--- config.mk ---
export PLATFORM = sky130hd
export DESIGN_NAME = spi_bridge_flat
export DESIGN_NICKNAME = d
export VERILOG_FILES = /design/src/rtl/spi_bridge_pkg.sv /design/src/rtl/spi_bridge_if.sv /design/src/rtl/spi_sync_edge.sv /design/src/rtl/spi_bridge.sv /design/src/flat_wrapper.sv
export SDC_FILE = /design/constraint.sdc
export NUM_CORES = 1
export LEC_CHECK = 0
export ABC_CLOCK_PERIOD_IN_PS = 3450
export BUFFER_PORTS_ARGS = -buffer_cell sky130_fd_sc_hd__buf_4
export CAP_MARGIN = 20
export CORE_MARGIN = 10
export CORE_UTILIZATION = 40
export DETAILED_ROUTE_END_ITERATION = 12
export HOLD_SLACK_MARGIN = 0.1
export PLACE_DENSITY = 0.69
export SETUP_SLACK_MARGIN = 0.5
export SKIP_CTS_REPAIR_TIMING = 1
export SYNTH_ARGS = -nofsm -noshare
export SYNTH_HDL_FRONTEND = slang
export SYNTH_HIERARCHICAL = 1
export SYNTH_SLANG_ARGS = --single-unit
--- constraint.sdc ---
create_clock -name clk -period 3.45 [get_ports clk]
set_input_delay 0.1725 -clock clk [delete_from_list [all_inputs] [get_ports clk]]
set_output_delay 0.1725 -clock clk [all_outputs]
set_load 0.05 [all_outputs]
--- src/rtl/spi_bridge_pkg.sv ---
// Shared types and constants for the SPI-to-register-file bridge.
package spi_bridge_pkg;

    typedef enum logic [2:0] {
        IDLE = 3'd0,
        CMD  = 3'd1,
        RD   = 3'd2,
        DATA = 3'd3,
        DONE = 3'd4
    } state_t;

    localparam int CMD_WR_BIT = 7;
    localparam int ADDR_W     = 6;
    localparam int DATA_W     = 8;
    localparam int BYTE_BITS  = 8;
    localparam int CNT_W      = $clog2(BYTE_BITS);

endpackage

--- src/rtl/spi_bridge_if.sv ---
// SPI pins plus register-file strobe bus; the bridge connects through the slave modport.
interface spi_bridge_if;
    import spi_bridge_pkg::*;

    logic              sclk;
    logic              cs_n;
    logic              mosi;
    logic              miso;
    logic              read;
    logic              write;
    logic [ADDR_W-1:0] addr;
    logic [DATA_W-1:0] data_write;
    logic [DATA_W-1:0] data_read;
    logic              frame_err;

    modport slave (
        input  sclk, cs_n, mosi, data_read,
        output miso, read, write, addr, data_write, frame_err
    );

    modport master (
        output sclk, cs_n, mosi, data_read,
        input  miso, read, write, addr, data_write, frame_err
    );

endinterface

--- src/rtl/spi_sync_edge.sv ---
// Multi-flop synchronizer for one asynchronous pin, with rise/fall pulses of the synced level.
module spi_sync_edge #(
    parameter int SYNC_STAGES = 2
) (
    input  logic clk,
    input  logic rst,
    input  logic d_i,
    output logic q_o,
    output logic rise_o,
    output logic fall_o
);

    logic [SYNC_STAGES-1:0] sync_q;
    logic                   prev_q;

    // Chain and edge history reset low so a cs_n held low through reset yields no fall.
    always_ff @(posedge clk or posedge rst) begin
        if (rst) begin
            sync_q <= '0;
            prev_q <= 1'b0;
        end else begin
            sync_q <= {sync_q[SYNC_STAGES-2:0], d_i};
            prev_q <= sync_q[SYNC_STAGES-1];
        end
    end

    assign q_o    = sync_q[SYNC_STAGES-1];
    assign rise_o = sync_q[SYNC_STAGES-1] & ~prev_q;
    assign fall_o = ~sync_q[SYNC_STAGES-1] & prev_q;

endmodule

--- src/rtl/spi_bridge.sv ---
// SPI mode-0 target producing read/write strobes for the PWM register file.
// Optional address auto-increment bursts: define SPI_BRIDGE_AUTO_INC_EN.
module spi_bridge
    import spi_bridge_pkg::*;
#(
    parameter int SYNC_STAGES = 2,
    parameter int READ_CYCLES = 2
) (
    input logic         clk,
    input logic         rst,
    spi_bridge_if.slave spi_if
);

    localparam int RD_CNT_W = $clog2(READ_CYCLES);

    logic sclk_rise, sclk_fall, sclk_lvl_unused;
    logic cs_lvl_unused, cs_rise, cs_fall;
    logic mosi_s, mosi_rise_unused, mosi_fall_unused;

    spi_sync_edge #(.SYNC_STAGES(SYNC_STAGES)) u_sync_sclk (
        .clk(clk), .rst(rst), .d_i(spi_if.sclk),
        .q_o(sclk_lvl_unused), .rise_o(sclk_rise), .fall_o(sclk_fall)
    );
    spi_sync_edge #(.SYNC_STAGES(SYNC_STAGES)) u_sync_cs (
        .clk(clk), .rst(rst), .d_i(spi_if.cs_n),
        .q_o(cs_lvl_unused), .rise_o(cs_rise), .fall_o(cs_fall)
    );
    spi_sync_edge #(.SYNC_STAGES(SYNC_STAGES)) u_sync_mosi (
        .clk(clk), .rst(rst), .d_i(spi_if.mosi),
        .q_o(mosi_s), .rise_o(mosi_rise_unused), .fall_o(mosi_fall_unused)
    );

    state_t              state_q, state_d;
    logic [CNT_W-1:0]    bit_cnt_q, bit_cnt_d;
    logic [DATA_W-2:0]   shift_q, shift_d;
    logic [DATA_W-2:0]   tx_q, tx_d;
    logic                is_wr_q, is_wr_d;
    logic [RD_CNT_W-1:0] rd_cnt_q, rd_cnt_d;
    logic [ADDR_W-1:0]   addr_q, addr_d;
    logic [DATA_W-1:0]   data_write_q, data_write_d;
    logic                miso_q, miso_d;
    logic                read_q, read_d;
    logic                write_q, write_d;
    logic                frame_err_q, frame_err_d;
    logic [DATA_W-1:0]   rx_byte;
    logic                last_bit;
`ifdef SPI_BRIDGE_AUTO_INC_EN
    logic                burst_q, burst_d;
`endif

    assign rx_byte  = {shift_q, mosi_s};
    assign last_bit = (bit_cnt_q == CNT_W'(BYTE_BITS - 1));

    always_comb begin
        state_d      = state_q;
        bit_cnt_d    = bit_cnt_q;
        shift_d      = shift_q;
        tx_d         = tx_q;
        is_wr_d      = is_wr_q;
        rd_cnt_d     = rd_cnt_q;
        addr_d       = addr_q;
        data_write_d = data_write_q;
        miso_d       = miso_q;
        read_d       = 1'b0;
        write_d      = 1'b0;
        frame_err_d  = 1'b0;
`ifdef SPI_BRIDGE_AUTO_INC_EN
        burst_d      = burst_q;
`endif
        if (cs_rise) begin
            state_d     = IDLE;
            bit_cnt_d   = '0;
            miso_d      = 1'b0;
            frame_err_d = (bit_cnt_q != '0);
        end else begin
            unique case (state_q)
                IDLE: begin
                    if (cs_fall) begin
                        state_d   = CMD;
                        bit_cnt_d = '0;
`ifdef SPI_BRIDGE_AUTO_INC_EN
                        burst_d   = 1'b0;
`endif
                    end
                end
                CMD: begin
                    if (sclk_rise) begin
                        shift_d   = rx_byte[DATA_W-2:0];
                        bit_cnt_d = bit_cnt_q + CNT_W'(1);
                        if (last_bit) begin
                            addr_d  = rx_byte[ADDR_W-1:0];
                            is_wr_d = rx_byte[CMD_WR_BIT];
                            if (rx_byte[CMD_WR_BIT]) begin
                                state_d = DATA;
                            end else begin
                                state_d  = RD;
                                read_d   = 1'b1;
                                rd_cnt_d = '0;
                            end
                        end
                    end
                end
                RD: begin
                    if (rd_cnt_q == RD_CNT_W'(READ_CYCLES - 1)) begin
                        tx_d    = spi_if.data_read[DATA_W-2:0];
                        miso_d  = spi_if.data_read[DATA_W-1];
                        state_d = DATA;
                    end else begin
                        read_d   = 1'b1;
                        rd_cnt_d = rd_cnt_q + RD_CNT_W'(1);
                    end
                end
                DATA: begin
                    // The fall trailing a byte's last rise must not consume the freshly loaded bit7.
                    if (sclk_fall && !is_wr_q && bit_cnt_q != '0) begin
                        miso_d = tx_q[DATA_W-2];
                        tx_d   = {tx_q[DATA_W-3:0], 1'b0};
                    end
                    if (sclk_rise) begin
                        shift_d   = rx_byte[DATA_W-2:0];
                        bit_cnt_d = bit_cnt_q + CNT_W'(1);
                        if (last_bit) begin
`ifdef SPI_BRIDGE_AUTO_INC_EN
                            if (is_wr_q) begin
                                data_write_d = rx_byte;
                                write_d      = 1'b1;
                                burst_d      = 1'b1;
                                if (burst_q) addr_d = addr_q + ADDR_W'(1);
                            end else begin
                                addr_d   = addr_q + ADDR_W'(1);
                                state_d  = RD;
                                read_d   = 1'b1;
                                rd_cnt_d = '0;
                            end
`else
                            if (is_wr_q) begin
                                data_write_d = rx_byte;
                                write_d      = 1'b1;
                            end
                            miso_d  = 1'b0;
                            state_d = DONE;
`endif
                        end
                    end
                end
                DONE: miso_d = 1'b0;
                default: state_d = IDLE;
            endcase
        end
    end

    always_ff @(posedge clk or posedge rst) begin
        if (rst) begin
            state_q      <= IDLE;
            bit_cnt_q    <= '0;
            shift_q      <= '0;
            tx_q         <= '0;
            is_wr_q      <= 1'b0;
            rd_cnt_q     <= '0;
            addr_q       <= '0;
            data_write_q <= '0;
            miso_q       <= 1'b0;
            read_q       <= 1'b0;
            write_q      <= 1'b0;
            frame_err_q  <= 1'b0;
`ifdef SPI_BRIDGE_AUTO_INC_EN
            burst_q      <= 1'b0;
`endif
        end else begin
            state_q      <= state_d;
            bit_cnt_q    <= bit_cnt_d;
            shift_q      <= shift_d;
            tx_q         <= tx_d;
            is_wr_q      <= is_wr_d;
            rd_cnt_q     <= rd_cnt_d;
            addr_q       <= addr_d;
            data_write_q <= data_write_d;
            miso_q       <= miso_d;
            read_q       <= read_d;
            write_q      <= write_d;
            frame_err_q  <= frame_err_d;
`ifdef SPI_BRIDGE_AUTO_INC_EN
            burst_q      <= burst_d;
`endif
        end
    end

    assign spi_if.miso       = miso_q;
    assign spi_if.read       = read_q;
    assign spi_if.write      = write_q;
    assign spi_if.addr       = addr_q;
    assign spi_if.data_write = data_write_q;
    assign spi_if.frame_err  = frame_err_q;

endmodule
--- src/flat_wrapper.sv ---
// flat-port wrapper written by rule: the top's interface ports become plain ports
module spi_bridge_flat import spi_bridge_pkg::*;
#(
    parameter int SYNC_STAGES = 2,
    parameter int READ_CYCLES = 2
)
  (clk, rst, spi_if_sclk, spi_if_cs_n, spi_if_mosi, spi_if_data_read, spi_if_miso, spi_if_read, spi_if_write, spi_if_addr, spi_if_data_write, spi_if_frame_err);
  spi_bridge_if spi_if_i ();
  input logic clk;
  input logic rst;
  input wire logic [$bits(spi_if_i.sclk)-1:0] spi_if_sclk;
  input wire logic [$bits(spi_if_i.cs_n)-1:0] spi_if_cs_n;
  input wire logic [$bits(spi_if_i.mosi)-1:0] spi_if_mosi;
  input wire logic [$bits(spi_if_i.data_read)-1:0] spi_if_data_read;
  output wire logic [$bits(spi_if_i.miso)-1:0] spi_if_miso;
  output wire logic [$bits(spi_if_i.read)-1:0] spi_if_read;
  output wire logic [$bits(spi_if_i.write)-1:0] spi_if_write;
  output wire logic [$bits(spi_if_i.addr)-1:0] spi_if_addr;
  output wire logic [$bits(spi_if_i.data_write)-1:0] spi_if_data_write;
  output wire logic [$bits(spi_if_i.frame_err)-1:0] spi_if_frame_err;
  assign spi_if_i.sclk = spi_if_sclk;
  assign spi_if_i.cs_n = spi_if_cs_n;
  assign spi_if_i.mosi = spi_if_mosi;
  assign spi_if_i.data_read = spi_if_data_read;
  assign spi_if_miso = spi_if_i.miso;
  assign spi_if_read = spi_if_i.read;
  assign spi_if_write = spi_if_i.write;
  assign spi_if_addr = spi_if_i.addr;
  assign spi_if_data_write = spi_if_i.data_write;
  assign spi_if_frame_err = spi_if_i.frame_err;
  spi_bridge #(.SYNC_STAGES(SYNC_STAGES), .READ_CYCLES(READ_CYCLES)) u_core (.clk(clk), .rst(rst), .spi_if(spi_if_i));
endmodule
==> summary.txt <==
Clocking
  – H-tree lvl count: 2
  – Clock Path Buffers: 2
  – CTS sink cnt: 48
  – Clk_lat worst skew: 0.30 ns
  – CTS tree: built
  – CTS buffer count: 5
  – Root Buffer: clkbuf_8
  – Clk slew on worst S/H paths: roughly 0.08 ns

Detailed routing
  – Final wirelength: about 3.7 mm
  – Number of remaining DRC errors: 0
  – Vias: 1319
  – Wire per inst: 14.03 um
  – Post-DRT Antenna Nets: 0
  – Pre-antenna DRT Iters: 4
  – Iteration-0 DRC Markers: 97
  – Vias per cell: a little under 5

Placed design
  – Post-DP HPWL: 2.868 mm
  – # placed instances: 255
  – GPL Wtd Cong: 0.7950
  – Placed Area: 2374 sq um
  – Port buffer count: 30

Critical path
  – Crit path from: u_core/u_sync_cs/sync_q[1]
  – Slowest CP cell: or2_1
  – R2r worst-path depth: 6
  – Critical path data required time: between 3 and 4 ns
  – Critical Path AT: 2.12 ns
  – Largest stage delay on the critical path: between 0.4 and 0.5 ns
  – Setup crit end kind: flop
  – R2r startpoint: u_core/u_sync_cs/sync_q[1]
  – Crit path cell chain: nor2b_1 > buf_4 > nor3b_4 > nand4_1 > or2_1 > mux2_4
  – CP max FO: 12
  – Setup CP Type: flop to flop
  – Startpoint Class: flop

Floorplanning
  – Starting Density: 41.07%
  – Core box area: 5075 sq um
  – Num ports: 31
  – Chip Height: 92.19 um
  – Row Count: 26
  – Die area: 8499 sq um
  – Die width: 92.19 um

Timing
  – Period utilization: 56.00%
  – TNS Setup: 0 ns
  – Fin Clk Skew: 0.002236 ns
  – Final Setup Violations: 0
  – Fin. max-slew vios: 0
  – RSZ-0062 raised after global routing: no
  – Min Tclk post-route: 1.932 ns
  – Peak Freq: 0.5176 GHz
  – Final Hold Viols: 0
  – Worst slew pin tran: 0.7069 ns
  – Worst slew margin: 52.82%

Synth
  – Cell area after synthesis: 2084 sq um
  – Mapped Avg Cell Area: 13.11 sq um
  – Mapped Cells: 159
  – Synth Net Count: 175
  – Synth warnings: 6

Status
  – Outcome: completed

Min path
  – Hold wc startpoint: spi_if_data_read[0]
  – Hold Crit Class: primary input to flop
  – Hold Crit Depth: 2

Layout
  – Final Non-Filler Cells: 267
  – Commonest non-fill, non-tap cell in the layout: dfrtp_1
  – Final #Nets: 212
  – Share of cells above drive strength 1: 35.03%
  – Design area: 2521 sq um
  – Area of the multi-input gates: 780.7 sq um
  – Fillcell total: 465
  – Diode count: 0
  – Most frequent cells in the layout: dfrtp_1, buf_4, mux2_2, inv_1, mux2_4
  – Area Overhead vs Synth: 20.95%
  – Register area: roughly 1200 sq um

GRT
  – Initial antenna violation count: 0
  – GR Util All Layers: 9.501%
  – First-pass GRT wire length: 6.568 mm
  – Vias in the first global route: 1369
  – Total gr overflow: 0
  – Largest net degree at the start of global routing: 18

Pwr
  – P_leak: 1.250 nW
  – PD cells: 446.4 nW/um^2
  – Worst IR Drop VDD: 0.0003024 V

Flow run
  – Maxcap violations: 0
==> area by class of cell <==
class                           instances  area share [%]
Sequential cell                        48           47.64
Multi-Input combinational cell         91           30.97
Timing Repair Buffer                   37           11.71
Tap cell                               70           3.474
Clock buffer                            6           2.878
Inverter                               13           1.935
Clock inverter                          2           1.390
==> routing by layer <==
metal | part of all wire, % | global-route usage, %
met1 | 46 | 11.90
met2 | 45 | 14.06
met3 | 7.2 | 3.830
met5 | 0 | 0
met4 | 1.6 | 4.242
==> path summary, 6_finish.rpt <==
path,slack (ns),endpoint
max,1.52,u_core/spi_if.data_write[0]
min,0.13,u_core/tx_q[0]
max reg2reg,1.52,u_core/spi_if.data_write[0]
min reg2reg,0.35,u_core/u_sync_sclk/sync_q[1]
max in group asynchronous,2.26,u_core/bit_cnt_q[2]
min in group asynchronous,0.28,u_core/u_sync_mosi/sync_q[1]
==> critical path: cells and delay by family (launching register included) <==
kind                   cells  cell delay [ns]
flip-flops                 1             0.38
multiplexers               1             0.37
buffers and inverters      1             0.17
AND/OR/NAND/NOR            4             0.90
==> sequential cells by signal, indices dropped and copies added (netlist names), 2 cells and up <==
| name | count |
|---|---|
| u_core/spi_if.addr | 6 |
| u_core/tx_q | 7 |
| u_core/state_q | 3 |
| u_core/shift_q | 7 |
| u_core/u_sync_sclk/sync_q | 2 |
| u_core/u_sync_cs/sync_q | 2 |
| u_core/spi_if.data_write | 8 |
| u_core/bit_cnt_q | 3 |
| u_core/u_sync_mosi/sync_q | 2 |
==> report_power, final <==
part / internal [mW] / switching (mW)
registers: 0.600 / 0.0362
logic: 0.0558 / 0.0442
clock network: 0.215 / 0.174
total: 0.871 / 0.255
==> stage by stage <==
stage | worst slack [ns] | power [mW] | utilization [%] | hold slack, ns
after floorplan | 1.853 | 0.7086 | - | -0.08632
after global placement | 1.557 | 0.7378 | 46.47 | 0.05491
after detailed placement | 1.509 | 0.7475 | 46.77 | 0.05368
after CTS | 1.510 | 1.140 | 48.89 | -0.2664
after global routing | 1.408 | 1.185 | 49.68 | 0.1403
final | 1.518 | 1.126 | 49.68 | 0.1278
No activity file was read; power rests on OpenSTA's default activity.
